==> config.mk <==
export PLATFORM = sky130hd
export DESIGN_NAME = hex_readout_ctrl
export DESIGN_NICKNAME = d
export VERILOG_FILES = /design/src/rtl/hex_readout_ctrl.sv
export SDC_FILE = /design/constraint.sdc
export NUM_CORES = 1
export LEC_CHECK = 0
export CORE_MARGIN = 1.5
export CORE_UTILIZATION = 45
export DETAILED_ROUTE_END_ITERATION = 7
export HOLD_SLACK_MARGIN = 0.1
export PLACE_DENSITY = 0.86
export SETUP_SLACK_MARGIN = 0.15
export SYNTH_ARGS = -nofsm -noshare
export SYNTH_HDL_FRONTEND = slang
export SYNTH_SLANG_ARGS = --single-unit
==> constraint.sdc <==
create_clock -name clk -period 3.1 [get_ports clk]
set_input_delay 0.93 -clock clk [delete_from_list [all_inputs] [get_ports clk]]
set_output_delay 0.93 -clock clk [all_outputs]
set_load 0.1 [all_outputs]
==> src/rtl/hex_readout_ctrl.sv <==
// hex_readout_ctrl: draws a NUM_DIGITS-wide hex readout at (X0,Y0), magnified
// by 2^SCALE_LOG2. During horizontal blank it fetches the glyph row for the
// next scanline from the 8x8 hex glyph ROM into a line buffer. During the
// active region it produces a registered pixel_on for the colour mux.
module hex_readout_ctrl #(
    parameter int         NUM_DIGITS = 4,
    parameter logic [9:0] X0         = 10'd16,
    parameter logic [9:0] Y0         = 10'd16,
    parameter int         SCALE_LOG2 = 1,
    parameter logic [9:0] FETCH_X    = 10'd640,
    parameter logic [9:0] V_TOTAL    = 10'd525
) (
    input  logic                    clk,
    input  logic                    reset,
    input  logic [9:0]              hcount,
    input  logic [9:0]              vcount,
    input  logic                    frame_start,
    input  logic [4*NUM_DIGITS-1:0] value_in,
    input  logic                    value_load,
    output logic                    glyph_en,
    output logic [7:0]              glyph_value,
    input  logic [63:0]             glyph,
    output logic                    pixel_on,
    output logic                    busy
);

    localparam int         VW     = 4 * NUM_DIGITS;
    localparam logic [2:0] LAST_K = 3'(NUM_DIGITS - 1);
    localparam logic [9:0] SPAN   = 10'(8 * NUM_DIGITS);

    typedef enum logic [1:0] {
        IDLE,
        ISSUE,
        DRAIN
    } state_t;

    state_t          state;
    state_t          state_next;
    logic [2:0]      k;
    logic [2:0]      row_q;
    logic [VW-1:0]   pending;
    logic [VW-1:0]   display;
    logic            copy_deferred;
    logic [7:0]      addr_q;
    logic [7:0]      linebuf [8];

    logic [9:0]      next_line;
    logic [9:0]      rel_line;
    logic [9:0]      row_full;
    logic            row_valid;
    logic            fetch_hit;
    logic            start_fetch;
    logic            clear_buf;
    logic [3:0]      digits [8];
    logic [7:0]      issue_addr;
    logic [7:0]      glyph_byte;
    logic            capture;
    logic [2:0]      cap_slot;
    logic [9:0]      x_off;
    logic [9:0]      relx;
    logic            in_span;
    logic            pix_bit;

    // Target scanline for the next fetch and which glyph row it needs.
    always_comb begin
        next_line = (vcount == V_TOTAL - 10'd1) ? 10'd0 : vcount + 10'd1;
        rel_line  = next_line - Y0;
        row_full  = rel_line >> SCALE_LOG2;
        row_valid = (next_line >= Y0) && (row_full < 10'd8);
        fetch_hit = (hcount == FETCH_X);
    end

    // Split the displayed value into digits, leftmost first; unused slots read 0.
    always_comb begin
        for (int i = 0; i < 8; i++) begin
            digits[i] = 4'h0;
        end
        for (int i = 0; i < NUM_DIGITS; i++) begin
            digits[i] = display[VW-1-4*i -: 4];
        end
        issue_addr = {4'h0, digits[k]};
    end

    // Next-state and ROM request decode for the fetch sequencer.
    // NOTE: every output of this block is given a default first, so no path
    // leaves a value unassigned and no latch is inferred.
    always_comb begin
        state_next  = state;
        glyph_en    = 1'b0;
        start_fetch = 1'b0;
        clear_buf   = 1'b0;
        unique case (state)
            IDLE: begin
                if (fetch_hit) begin
                    if (row_valid) begin
                        start_fetch = 1'b1;
                        state_next  = ISSUE;
                    end else begin
                        clear_buf = 1'b1;
                    end
                end
            end
            ISSUE: begin
                glyph_en = 1'b1;
                if (k == LAST_K) begin
                    state_next = DRAIN;
                end
            end
            DRAIN: begin
                state_next = IDLE;
            end
            default: begin
                state_next = IDLE;
            end
        endcase
    end

    // The address is live while issuing and otherwise holds the last one sent.
    assign glyph_value = (state == ISSUE) ? issue_addr : addr_q;
    assign busy        = (state != IDLE);

    // State register, digit counter and latched glyph row for this fetch.
    // NOTE: sequential state uses non-blocking assignments so every register
    // samples pre-edge values regardless of statement or block order.
    always_ff @(posedge clk) begin
        if (reset) begin
            state <= IDLE;
            k     <= 3'd0;
            row_q <= 3'd0;
        end else begin
            state <= state_next;
            if (start_fetch) begin
                k     <= 3'd0;
                row_q <= row_full[2:0];
            end else if (state == ISSUE) begin
                k <= k + 3'd1;
            end
        end
    end

    // Hold the most recent ROM address once the burst is over.
    always_ff @(posedge clk) begin
        if (reset) begin
            addr_q <= 8'h00;
        end else if (state == ISSUE) begin
            addr_q <= issue_addr;
        end
    end

    // Pending/display value registers; a frame_start seen mid-fetch is
    // remembered and applied on the first idle cycle so a line never mixes
    // digits from two values.
    always_ff @(posedge clk) begin
        if (reset) begin
            pending       <= '0;
            display       <= '0;
            copy_deferred <= 1'b0;
        end else begin
            if (value_load) begin
                pending <= value_in;
            end
            if ((state == IDLE) && (frame_start || copy_deferred)) begin
                display       <= value_load ? value_in : pending;
                copy_deferred <= 1'b0;
            end else if (frame_start) begin
                copy_deferred <= 1'b1;
            end
        end
    end

    // Returning ROM data lags the request by one cycle, so slot k-1 is
    // written while digit k is requested and the last slot lands in DRAIN.
    always_comb begin
        glyph_byte = glyph[{3'd7 - row_q, 3'b000} +: 8];
        capture    = ((state == ISSUE) && (k != 3'd0)) || (state == DRAIN);
        cap_slot   = (state == DRAIN) ? LAST_K : k - 3'd1;
    end

    // Line buffer: filled by a fetch, cleared for lines outside the readout.
    // NOTE: this small buffer is reset on purpose; a reset mid-fetch must not
    // leave a partially captured row visible on the next line.
    always_ff @(posedge clk) begin
        if (reset || clear_buf) begin
            for (int i = 0; i < 8; i++) begin
                linebuf[i] <= 8'h00;
            end
        end else if (capture) begin
            linebuf[cap_slot] <= glyph_byte;
        end
    end

    // Map the current column onto a line buffer bit.
    always_comb begin
        x_off   = hcount - X0;
        relx    = x_off >> SCALE_LOG2;
        in_span = (hcount >= X0) && (relx < SPAN);
        pix_bit = linebuf[relx[5:3]][relx[2:0]];
    end

    // Registered pixel output, one cycle behind hcount.
    always_ff @(posedge clk) begin
        if (reset) begin
            pixel_on <= 1'b0;
        end else begin
            pixel_on <= in_span && pix_bit;
        end
    end

endmodule

== Word-level counts from Yosys, hierarchy flattened ==
Memories as Yosys holds them, arrays and structs flattened.
Index checks and enable logic that the tools add are counted.

* Add/subtract/negate cells: 6
* $lt $le $gt $ge: 6
* Equal/unequal tests: 8
* Shifts and indexed selects: 1
* Multiplexer cells: 28
* Bitwise operators: 1
* Reductions and logical operators: 15

{| class="wikitable"
|+ Operators by type and width
! operator !! count
|-
| $shiftx A64 B7 Y8 || 1
|-
| $eq A10 B10 Y1 const B || 2
|-
| $ge A10 B5 Y1 const B || 2
|-
| $sub A10 B5 Y10 const B || 2
|-
| $mux W16 || 1
|-
| $mux W8 || 2
|-
| $mux W1 || 14
|-
| $bmux W4 S3 || 1
|-
| $add A10 B1 Y10 const B || 1
|-
| $mux W10 || 1
|-
| $lt A9 B4 Y1 const B || 1
|-
| $lt A9 B6 Y1 const B || 1
|-
| $mux W4 || 2
|-
| $reduce_or A8 Y1 || 1
|-
| $mux W2 || 3
|-
| $mux W3 || 2
|-
| $ne A2 B2 Y1 const B || 3
|-
| $logic_and A1 B1 Y1 || 5
|-
| $ge A4 B4 Y1 const B || 1
|-
| $lt A3 B4 Y1 const B || 1
|-
| $not A3 Y4 || 1
|-
| $pmux W2 S2 || 1
|-
| $reduce_or A2 Y1 || 2
|-
| $add A3 B1 Y3 const B || 1
|-
| 11 further kinds || 13
|}

* Register bits after elaboration: 50
* Bits in writable memories: 64
* Bits of input ports: 104
* Word-level logic and storage cells: 74
* Memories kept: 1

{| class="wikitable"
|+ Memory list
! memory !! depth !! width !! rd ports !! clocked after memory_dff !! wr ports !! line !! RTL
|-
| linebuf || 8 || 8 || 1 || 0 || 8 || 45 || <nowiki>logic [7:0] linebuf [8];</nowiki>
|}

== Depth between registers and ports, before layout ==
Gate-level depths: netlist (run 1).

* Depth after elaboration: 13
* Mapped depth: 10
* Mapped depth without buffers: 8

== Worst setup path before layout (run 1) ==
Ideal clock, no wire load.

* Path type: input -> register
* Start point: input hcount[4]
* End point: register pixel_on
* Arrival time: 3,242 ps
* Data required time: 2,984 ps
* Slack: -258 ps
* Stages on the path: 9
* Path buffers: 2
* Cell sequence: clkbuf_1 inv_1 ha_1 xor2_2 buf_6 mux4_1 a41oi_1 nand4_1 o211a_1

* Cells in the longest elaborated chain, start to end: 5
* Elaborated cells between the ends (all ways): 8
* Those cells by class: add/sub: 1; order compare: 2; mux: 2; reduce/logical: 2; memory: 1

{| class="wikitable"
|+ RTL lines
! what !! line !! RTL
|-
| start: declaration || 15 || <nowiki>input logic [9:0] hcount,</nowiki>
|-
| $sub A10 B5 Y10 || 194 || <nowiki>x_off = hcount - X0;</nowiki>
|-
| $mem_v2 Z8 W8 || -- ||
|-
| $bmux W1 S3 || 197 || <nowiki>pix_bit = linebuf[relx[5:3]][relx[2:0]];</nowiki>
|-
| $mux W1 (implied by the code) || 197 ||
|-
| $logic_and A1 B1 Y1 * || 205 || <nowiki>pixel_on <= in_span && pix_bit;</nowiki>
|-
| end signal: assignment || 205 ||
|-
| end: declaration || 23 || <nowiki>output logic pixel_on,</nowiki>
|}

Every way passes the cells marked *; elsewhere a longest branch is shown, timed or not. The select of a mux whose other input is x is not followed.
A chain may end at the register's enable or synchronous reset.

== Worst setup path in the final report (run 1) ==
* Start point: register k[0]
* End point: output glyph_value[2]

* Cells in the longest elaborated chain, start to end: 5

{| class="wikitable"
|+ RTL lines
! what !! line !! RTL
|-
| start: declaration || 39 || <nowiki>logic [2:0] k;</nowiki>
|-
| start signal: assignment || 136 || <nowiki>k <= k + 3'd1;</nowiki>
|-
| $not A3 Y4 (implied by the code) || 81 || <nowiki>issue_addr = {4'h0, digits[k]};</nowiki>
|-
| $bmux W4 S3 || 81 ||
|-
| $mux W4 (implied by the code) (2 in series) || 81 ||
|-
| $mux W8 || -- ||
|-
| end: declaration || 21 || <nowiki>output logic [7:0] glyph_value,</nowiki>
|}

No other way between the ends. The select of a mux whose other input is x is not followed.

==> results of run 1 <==
==> repair_timing <==
| action | in CTS | in global routing |
|---|---|---|
| setup buffers | 0 | 1 |
| gates cloned | 0 | 0 |
| setup endpoints to repair | 40 | 61 |
| gates resized for setup | 3 | 23 |
| pin swaps | 0 | 3 |
==> power by group <==
group / internal, W / total [W] / switching [W]
Clock: 0.000319 / 0.000823 / 0.000504
Sequential: 0.00146 / 0.00148 / 0.0000191
Combinational: 0.000241 / 0.000399 / 0.000158
==> cells in the final DEF, fill, tap and decap left out, drive strengths merged, types with 8 or more instances in the layout <==
| cell | instances |
|---|---|
| nor3 | 10 |
| mux2i | 33 |
| nor2 | 104 |
| buf | 48 |
| edfxtp | 52 |
| dfxtp | 50 |
| ha | 8 |
| mux4 | 31 |
| clkdlybuf4s50 | 100 |
| clkbuf | 9 |
| nand2 | 21 |
| inv | 15 |
| nor2b | 9 |
| a211oi | 16 |
==> worst max path at each step <==
| stage | depth (start not counted) | end | start |
|---|---|---|---|
| 3_5_place_dp | 10 | linebuf[2][0] | vcount[0] |
| 2_1_floorplan | 9 | pixel_on | hcount[4] |
| 6_report | 3 | glyph_value[2] | k[0] |
| 4_1_cts | 10 | linebuf[2][5] | vcount[0] |
| 5_1_grt | 9 | linebuf[3][6] | vcount[1] |
| 3_3_place_gp | 10 | linebuf[2][2] | vcount[0] |
==> synthesized netlist by cell type (all sizes together), types with 2 or more instances <==
| library cell | instances | area (sq um) |
|---|---|---|
| nand3 | 6 | 30.0 |
| edfxtp | 52 | 1560 |
| o31ai | 2 | 15.0 |
| a21oi | 5 | 25.0 |
| a31oi | 3 | 18.8 |
| and2 | 4 | 25.0 |
| buf | 5 | 28.8 |
| mux2i | 33 | 330 |
| nand2 | 21 | 78.8 |
| nand4 | 2 | 12.5 |
| nor2b | 9 | 56.3 |
| o21ai | 3 | 15.0 |
| xnor2 | 2 | 17.5 |
| a22o | 5 | 43.8 |
| mux4 | 31 | 724 |
| ha | 8 | 100 |
| clkbuf | 18 | 67.6 |
| xor2 | 4 | 42.6 |
| nand2b | 7 | 43.8 |
| inv | 11 | 41.3 |
| nor3 | 10 | 50.1 |
| a211oi | 16 | 120 |
| dfxtp | 50 | 1000 |
| nor2 | 104 | 390 |
==> per-layer routing <==
metal	up-vias	routed length [um]
li1	1861	-
met1	1842	4830
met2	133	6270
met3	20	706
met4	0	251
met5	-	0
==> through the flow <==
step / hold WS [ps] / total power, W / worst slack (ps) / std cells / instance area (sq um)
after detailed placement: 485 / 0.00190 / -356 / 698 / 6540
after CTS: 507 / 0.00271 / 45.1 / 714 / 6750
final: 504 / 0.00270 / 247 / 715 / 6830
after global routing: 530 / 0.00281 / 157 / 715 / 6830
after floorplan: 456 / 0.00169 / 168 / 432 / 5040
after global placement: 474 / 0.00189 / -281 / 698 / 6540
==> final cells by class <==
class	count	area [sq um]
clock buffer	9	124
clock inverter	7	76.3
fill	828	4010
inverter	12	45.0
multi-input combinational	295	2400
sequential	102	2560
tap	140	175
timing repair buffer	150	1450
==> worst max-delay path: cells and delay by family, from the launching register on <==
kind	cells	cell delay, ps
AOI/OAI and AO/OA	1	270
buffers and inverters	1	180
DFF	1	520
muxes	1	580
==> kinds of logic after synthesis <==
family	after synthesis	share of synthesized area
flops	102	0.511
mux	65	0.213
buf+inv	35	0.0282
fa+ha+maj	8	0.0200
xor+xnor	6	0.0120
compound gates	42	0.0612
simple gates	174	0.155
==> state kept, by name, indices dropped and copies added (netlist names) <==
signal	cells
row_q	3
k	3
display	16
linebuf	52
copy_deferred	1
pixel_on	1
addr_q	8
state	2
pending	16
==> results.md, run 1 <==
- Mapped Area: 5010 sq um
- Initial antenna violation count: 0
- Worst flop-to-flop path startpoint: k[1]
- Unrepaired setup endpoints after global routing: false
- Clk buf depth: 2
- Sequential area share after synthesis: 0.511
- Pwr dens: 396 nW/um^2
- Slowest stage delay, CP: 580 ps
- Clock-pin slew on the worst setup and hold paths: 120 ps
- H-tree Lvls: 3
- Io pins: 115
- Most used DFF post-synth: edfxtp_1
- Final slew viol count: 0
- Critical path's slowest cell: mux4_2
- CTS Buf Count: 9
- R2R Path End: linebuf[3][2]
- MaxCap Viol Count: 0
- Layout area overhead: 36.3%
- Yosys warns: 0
- WHS Endpoint: display[6]
- Row count: 38
- Met2 Track Usage GR: 0.370
- Clock sinks: 102
- Hold_buf cts: 0
- Async set-or-reset flop fraction in the synthesized netlist: 0
- IO Port Bufs: 114
- Crit-path cells: mux4_2, a22o_1, buf_12
- CTS root buf: clkbuf_8
- Met1 usage: 0.271
- Worst EP arrival: 1920 ps
- Clock latency on the worst-skew pair: 380 ps
- Mapped Nets: 544
- TNS Setup: 0 ps
- Fmax: 351 MHz
- Routed wire length: 12100 um
- Relative slew slack: 0.496
- Hold depth: 2
- Vias in the first global route: 3892
- Share of post-route cells with drive strength above 1: 0.191
- Syn avg cell area: 11.6 sq um
- HP Class: flip-flop to flip-flop
- Status: complete, no violations
- Core Area: 10800 sq um
- DRT iter0 DRCs: 267
- Vias per cell: 5.39
- HP Start: display[6]
- Diode count: 0
- Fin nets: 682
- Crit path max fanout: 11
- Flop2flop setup slack: 600 ps
- Gate Count Post-Synth: 432
- Crit path kind: flip-flop to output pin
- EDFF count, synth: 52
- Post-route ant nets: 0
- Met3 Use GR: 0.0398
- Clock Skew: 19.7 ps
- R2R depth: 6
- Gpl congestion: 0.918
- Yosys cell types: 50
- CP startpoint kind: flip-flop
- Busiest grt layer: met2
- Slew of the pin with the lowest slew margin: 755 ps
- Crit path required time: 2170 ps
- CP endpoint kind: output pin
- Wire length per cell: 16.9 um
- First-pass GRT wire length: 19100 um
- Gr ovfl total: 0
- Min Tclk post-route: 2850 ps
- GR Util All Layers: 0.214
- Leakage power: 2.62 nW
- Core Util, Final: 0.630
- CTS tree: done
- Die footprint: 11800 sq um
- Drt first pass iters: 5
- Die Ht: 109 um
- Setup violations, final: 0
- DRC viols: 0
- Vias: 3856
- Largest net degree at the start of global routing: 54
- FF+latch count, synth: 102
- Chip width: 109 um
- Post-DP HPWL: 9410 um
- Initial Util: 0.462
- Maximum VDD drop: 0.228 mV
- Final period util: 0.920
- Hold Fails Final Rpt: 0
Power figures use the tool's default switching activity.
==> inputs of run 2 (changes only) <==
Settings changed: ABC_CLOCK_PERIOD_IN_PS set to 3100, CORE_MARGIN 1.5 to unset, RECOVER_POWER set to 50.
==> results.md, run 2 (synthesis results as in run 1) <==
- Hold Fails Final Rpt: 0 (unchanged)
- IO Port Bufs: 114 (unchanged)
- Share of post-route cells with drive strength above 1: 0.200 (+0.00870)
- Final slew viol count: 0 (unchanged)
- Largest net degree at the start of global routing: 33 (-39%)
- Sequential Power Share: 0.537 (-0.011)
- Status: complete, no violations
- Gpl congestion: 0.866 (-5.7%)
- CP startpoint kind: input port
- Gr ovfl total: 0 (unchanged)
- Clk buf depth: 2 (unchanged)
- Initial antenna violation count: 0 (unchanged)
- Layout area overhead: 37.3%
- Min Tclk post-route: 2870 ps (+20.3 ps)
- Combinational share of power: 0.151 (+0.004)
- Clock share of power: 0.312 (+0.008)
- Row count: 38 (unchanged)
- Leakage power: 2.64 nW (+0.89%)
- Io pins: 115 (unchanged)
- Filler cells: 837 (+1.1%)
- Fin nets: 692 (+1.5%)
- DRC viols: 0 (unchanged)
- Fmax: 348 MHz (-0.71%)
- Worst EP arrival: 3140 ps (+1220 ps)
- GR Util All Layers: 0.223 (+0.00865)
- Wire length per cell: 17.3 um (+2.8%)
- Slew of the pin with the lowest slew margin: 1370 ps (+617 ps)
- HP Class: flip-flop to flip-flop
- CTS root buf: clkbuf_8
- Post-route ant nets: 0 (unchanged)
- Commonest cells after routing, fill and taps aside: nor2_1, clkdlybuf4s50_1, edfxtp_1
- Routed wire length: 12600 um (+4.2%)
- Chip width: 108 um (-0.92%)
- Placed cell count: 703 (+0.72%)
- Post-DP HPWL: 9700 um (+3.1%)
- Clock sinks: 102 (unchanged)
- Clock Skew: 18.7 ps (-1.02 ps)
- Top reg by flops: linebuf
- Vias per cell: 5.46 (+1.2%)
- Relative slew slack: 0.0849 (-0.411)
- Vias: 3956 (+2.6%)
- Die footprint: 11600 sq um (-1.8%)
- First-pass GRT wire length: 19600 um (+2.5%)
- CTS tree: done
- Internal Power: 0.00212 W (+4.9%)
- Diode count: 0 (unchanged)
- Clock latency on the worst-skew pair: 360 ps (-20 ps)
- Crit path kind: input port to flip-flop
- H-tree Lvls: 3 (unchanged)
- Setup violations, final: 0 (unchanged)
- Die Ht: 108 um (-0.92%)
- Drt first pass iters: 4 (-1)
- Pwr dens: 401 nW/um^2 (+1.3%)
- Switch share: 0.232 (-0.0205)
- Max FFs per register: 52 (unchanged)
- Core Area: 10800 sq um (unchanged)
- Most common cell after layout, fill and taps aside: nor2_1
- Finished Layout Cells: 725 (+1.4%)
- Unrepaired setup endpoints after global routing: false
- Crit path max fanout: 3 (-8)
- Final period util: 0.927 (+0.00654)
- MaxCap Viol Count: 0 (unchanged)
- DRT iter0 DRCs: 215 (-19%)
- Top Registers: linebuf (52), display (16), pending (16)
- Maximum VDD drop: 0.271 mV (+19%)
- Crit path required time: 3360 ps (+1190 ps)
- CTS Buf Count: 9 (unchanged)
- P_sw: 0.000639 W (-6.2%)
- CP endpoint kind: flip-flop
- WHS: 505 ps (+0.489 ps)
- Vias in the first global route: 4046 (+4.0%)
- Clock-pin slew on the worst setup and hold paths: 100 ps (-20 ps)
- Initial Util: 0.462 (unchanged)
## run 2: cell count changes in the layout (fill, tap and decap cells not counted), moves of 2 or more
cell / previous run / this run
buf_4: 40 / 46
clkbuf_1: 0 / 4
clkinv_8: 2 / 0
inv_4: 2 / 0
inv_6: 0 / 2
nand2_1: 17 / 19
nand2_4: 2 / 0
## run 2: power by group through the flow
stage / clock, W / combinational, W / sequential, W
floorplan: 0 / 0.000181 / 0.00151
global placement: 0 / 0.000380 / 0.00151
detailed placement: 0 / 0.000395 / 0.00151
CTS: 0.000867 / 0.000399 / 0.00148
global route: 0.000923 / 0.000445 / 0.00149
finish: 0.000860 / 0.000417 / 0.00148
## run 2: worst paths after layout
check / start / to / slack (ps) / cells past startpoint
max: hcount[4] / pixel_on / 230 / 9
min: display[0] / display[0] / 500 / 2
max reg2reg: k[1] / linebuf[3][6] / 610 / 6
min reg2reg: display[0] / display[0] / 500 / 2
## run 2: layout make-up
cell class | instances | area (sq um) | area share
clock inverters | 5 | 63.8 | 0.00927
repair buffers | 160 | 1520 | 0.221
clock buffers | 11 | 141 | 0.0205
flip-flops and latches | 102 | 2560 | 0.373
inverters | 12 | 45.0 | 0.00655
well taps | 140 | 175 | 0.0255
multi-input cells | 295 | 2370 | 0.345
## run 2: stage by stage
step / setup TNS (ps) / util / total power (W) / setup slack (ps) / instance area, sq um
floorplan: 0 / - / 0.00169 / 168 / 5040
global placement: -12200 / 0.607 / 0.00189 / -279 / 6580
detailed placement: -18720 / 0.607 / 0.00191 / -418 / 6580
CTS: 0 / 0.628 / 0.00275 / 188 / 6810
global route: 0 / 0.635 / 0.00286 / 133 / 6880
finish: 0 / 0.635 / 0.00276 / 227 / 6880
## run 2: layer usage
metal | GRT usage | part of all wire
met1 | 0.272 | 0.40
met2 | 0.388 | 0.52
met3 | 0.0460 | 0.054
met4 | 0.0802 | 0.020
met5 | 0 | 0
## run 2: what timing repair did
action,4_1_cts,5_1_grt
pin swaps,1,2
gates cloned,0,0
hold buffers,0,0
setup buffers,0,6
setup endpoints to repair,54,53
resized for setup,12,11
## run 2: worst max-delay path: stages
cell and delay, ps:
clkdlybuf4s50_1 490, inv_2 60, ha_4 170, xor2_4 230
mux4_2 530, and4_1 230, a41oi_2 150, nand4_1 120
o211a_1 220
==> inputs of run 3 (changes only) <==
Settings changed: ABC_AREA set to 1, CORE_UTILIZATION 45 to 46.
==> results.md, run 3 <==
- Crit path required time: 3140 ps (-220 ps)
- GR Util All Layers: 0.220 (-0.00304)
- Die footprint: 12300 sq um (+6.6%)
- Met3 Use GR: 0.0476 (+0.00156)
- Mapped Area: 5470 sq um (+9.1%)
- Row count: 39 (+2.6%)
- Initial antenna violation count: 0 (unchanged)
- Top post-synthesis cells by count: nor2_1, nand2_1, edfxtp_1
- Initial Util: 0.475 (+0.0126)
- Drt first pass iters: 7 (+3)
- Final slew viol count: 0 (unchanged)
- Hold depth: 2 (unchanged)
- Met2 Track Usage GR: 0.384 (-0.00417)
- Final WS setup: 258 ps (+31.0 ps)
- Flop2flop setup slack: 830 ps (+220 ps)
- Finished Layout Cells: 946 (+30%)
- Post-route ant nets: 0 (unchanged)
- Post-CTS setup buffer count: 0 (unchanged)
- Filler cells: 937 (+12%)
- FF+latch count, synth: 102 (unchanged)
- Diode count: 0 (unchanged)
- Commonest cells after routing, fill and taps aside: nor2_1, clkdlybuf4s50_1, nand2_1
- Busiest grt layer: met2
- Crit path kind: input port to flip-flop
- # resized after CTS: 0 (-12)
- Layout area overhead: 32.2%
- R2R Path End: linebuf[5][4]
- Synth top area share: 0.286 (-0.0261)
- Async set-or-reset flop fraction in the synthesized netlist: 0 (unchanged)
- Post-DP HPWL: 9830 um (+1.4%)
- Clock Skew: 5.50 ps (-13.2 ps)
- DRC viols: 6 (+6)
- Design Power: 0.00302 W (+9.4%)
- DRT iter0 DRCs: 320 (+49%)
- Post-DP Area: 7000 sq um (+6.5%)
- Yosys warns: 0 (unchanged)
- Mapped Nets: 776 (+43%)
- Io pins: 115 (unchanged)
- Vias: 4915 (+24%)
- WHS Endpoint: addr_q[7]
- CTS tree: done
- Setup violations, final: 0 (unchanged)
- Gpl congestion: 0.879 (+1.5%)
- Most used DFF post-synth: edfxtp_1
- Clk buf depth: 2 (unchanged)
- Syn avg cell area: 8.24 sq um (-29%)
- Worst flop-to-flop path startpoint: state[0]
- Chip width: 111 um (+3.3%)
- Vias per cell: 5.20 (-4.8%)
- IO Port Bufs: 114 (unchanged)
- Met1 usage: 0.269 (-0.00390)
- Final period util: 0.917 (-0.0100)
- Hold_buf cts: 0 (unchanged)
- Sequential area share after synthesis: 0.469 (-0.0428)
- HP Class: flip-flop to flip-flop
- Clock-pin slew on the worst setup and hold paths: 60 ps (-40 ps)
- Pwr dens: 418 nW/um^2 (+4.1%)
- Top reg by flops: linebuf
- Most common cell after layout, fill and taps aside: nor2_1
- Wire length per cell: 14.0 um (-19%)
- Largest net degree at the start of global routing: 46 (+39%)
- HP Start: addr_q[7]
- Routed wire length: 13200 um (+5.1%)
- Clock latency on the worst-skew pair: 350 ps (about the same)
- Yosys cell types: 38 (-24%)
- Leakage power: 2.94 nW (+12%)
- Min Tclk post-route: 2840 ps (-31.0 ps)
- Top Registers: linebuf (52), display (16), pending (16)
- First-pass GRT wire length: 21600 um (+10%)
- Hold Fails Final Rpt: 0 (unchanged)
- Clock sinks: 102 (unchanged)
- EDFF count, synth: 52 (unchanged)
- Relative slew slack: 0.147 (+0.0619)
- Fmax: 352 MHz (+1.1%)
- Synth top area cells: edfxtp_1, dfxtp_1, nor2_1
- Maximum VDD drop: 0.377 mV (+39%)
- Cell taking the most area after synthesis: edfxtp_1
- Worst EP arrival: 2880 ps (-260 ps)
- CTS root buf: clkbuf_16
- Core Area: 11500 sq um (+6.2%)
- Gate Count Post-Synth: 664 (+54%)
- Top-count cell post-synth: nor2_1
- Status: complete, but fails checks
- WHS: 461 ps (-43.2 ps)
- CTS Buf Count: 9 (unchanged)
- Placed cell count: 930 (+32%)
- Die Ht: 111 um (+3.3%)
- Max FFs per register: 52 (unchanged)
- Slew of the pin with the lowest slew margin: 1280 ps (-92.8 ps)
- MaxCap Viol Count: 0 (unchanged)
- Share of post-route cells with drive strength above 1: 0.102 (-0.0979)
- Crit path max fanout: 8 (+5)
- Design Area, Final: 7230 sq um (+5.1%)
- Placement Setup Slack: -18.5 ps (+399 ps)
- H-tree Lvls: 3 (unchanged)
- Fin nets: 910 (+32%)
- R2R depth: 7 (+1)
- Failing checks: design-rule violations
- Vias in the first global route: 4652 (+15%)
- Unrepaired setup endpoints after global routing: false
- Gr ovfl total: 0 (unchanged)
- CP endpoint kind: flip-flop
- CP startpoint kind: input port
==> run 3: cell count changes after synthesis, moves of 9 or more <==
cell and delta:
nand2_1 +72, o21ai_0 +45, mux4_2 -24, nor2b_1 -9, nand3_1 +31, nor2_1 +77, inv_1 +32, mux2i_1 -9
==> run 3: logic make-up after synthesis <==
family	count (synthesis)	synth area share
multiplexers	24	0.0439
flip-flops	102	0.469
buffers and inverters	77	0.0556
adder cells (fa/ha/maj)	8	0.0183
AND/OR/NAND/NOR	348	0.294
XOR/XNOR	4	0.00641
AO/OA/AOI/OAI	101	0.114
==> run 3: routing by layer <==
| metal | vias to the layer above | part of all wire |
|---|---|---|
| li1 | 2514 | - |
| met1 | 2224 | 0.42 |
| met2 | 148 | 0.50 |
| met3 | 29 | 0.061 |
| met4 | 0 | 0.020 |
| met5 | - | 0 |
==> run 3: cell type report <==
class	count	area, sq um	area share
tap	143	179	0.0247
sequential	102	2560	0.354
inverter	45	169	0.0234
multi-input combinational	485	2590	0.359
timing repair buffer	155	1420	0.196
clock inverter	5	43.8	0.00606
clock buffer	11	264	0.0365
==> run 3: critical path: stages <==
cell and delay [ps]:
clkdlybuf4s50_1 500, ha_1 220, inv_1 60, nor2_2 140, nand3_1 80, nand2_1 70, nand2_1 40, nor2_1 180
nand3_4 150, nand2_8 170, nand4_1 120, nand2_1 210
==> run 3: per-stage QoR <==
stage / util / TNS (ps)
global route: 0.628 / 0
floorplan: - / 0
detailed placement: 0.608 / -395
CTS: 0.635 / 0
finish: 0.628 / 0
global placement: 0.608 / 0
==> run 3: worst max path at each step <==
stage,to,cells after the start,from
2_1_floorplan,linebuf[1][0],8,hcount[4]
3_3_place_gp,linebuf[2][7],13,vcount[0]
3_5_place_dp,linebuf[1][5],13,vcount[0]
4_1_cts,glyph_value[3],7,state[0]
5_1_grt,linebuf[3][3],13,vcount[0]
6_report,linebuf[5][4],12,vcount[0]
==> run 3: report_power, final <==
part	switching, W	internal (W)
combinational	0.000197	0.000210
clock	0.000472	0.000654
sequential	0.0000198	0.00147
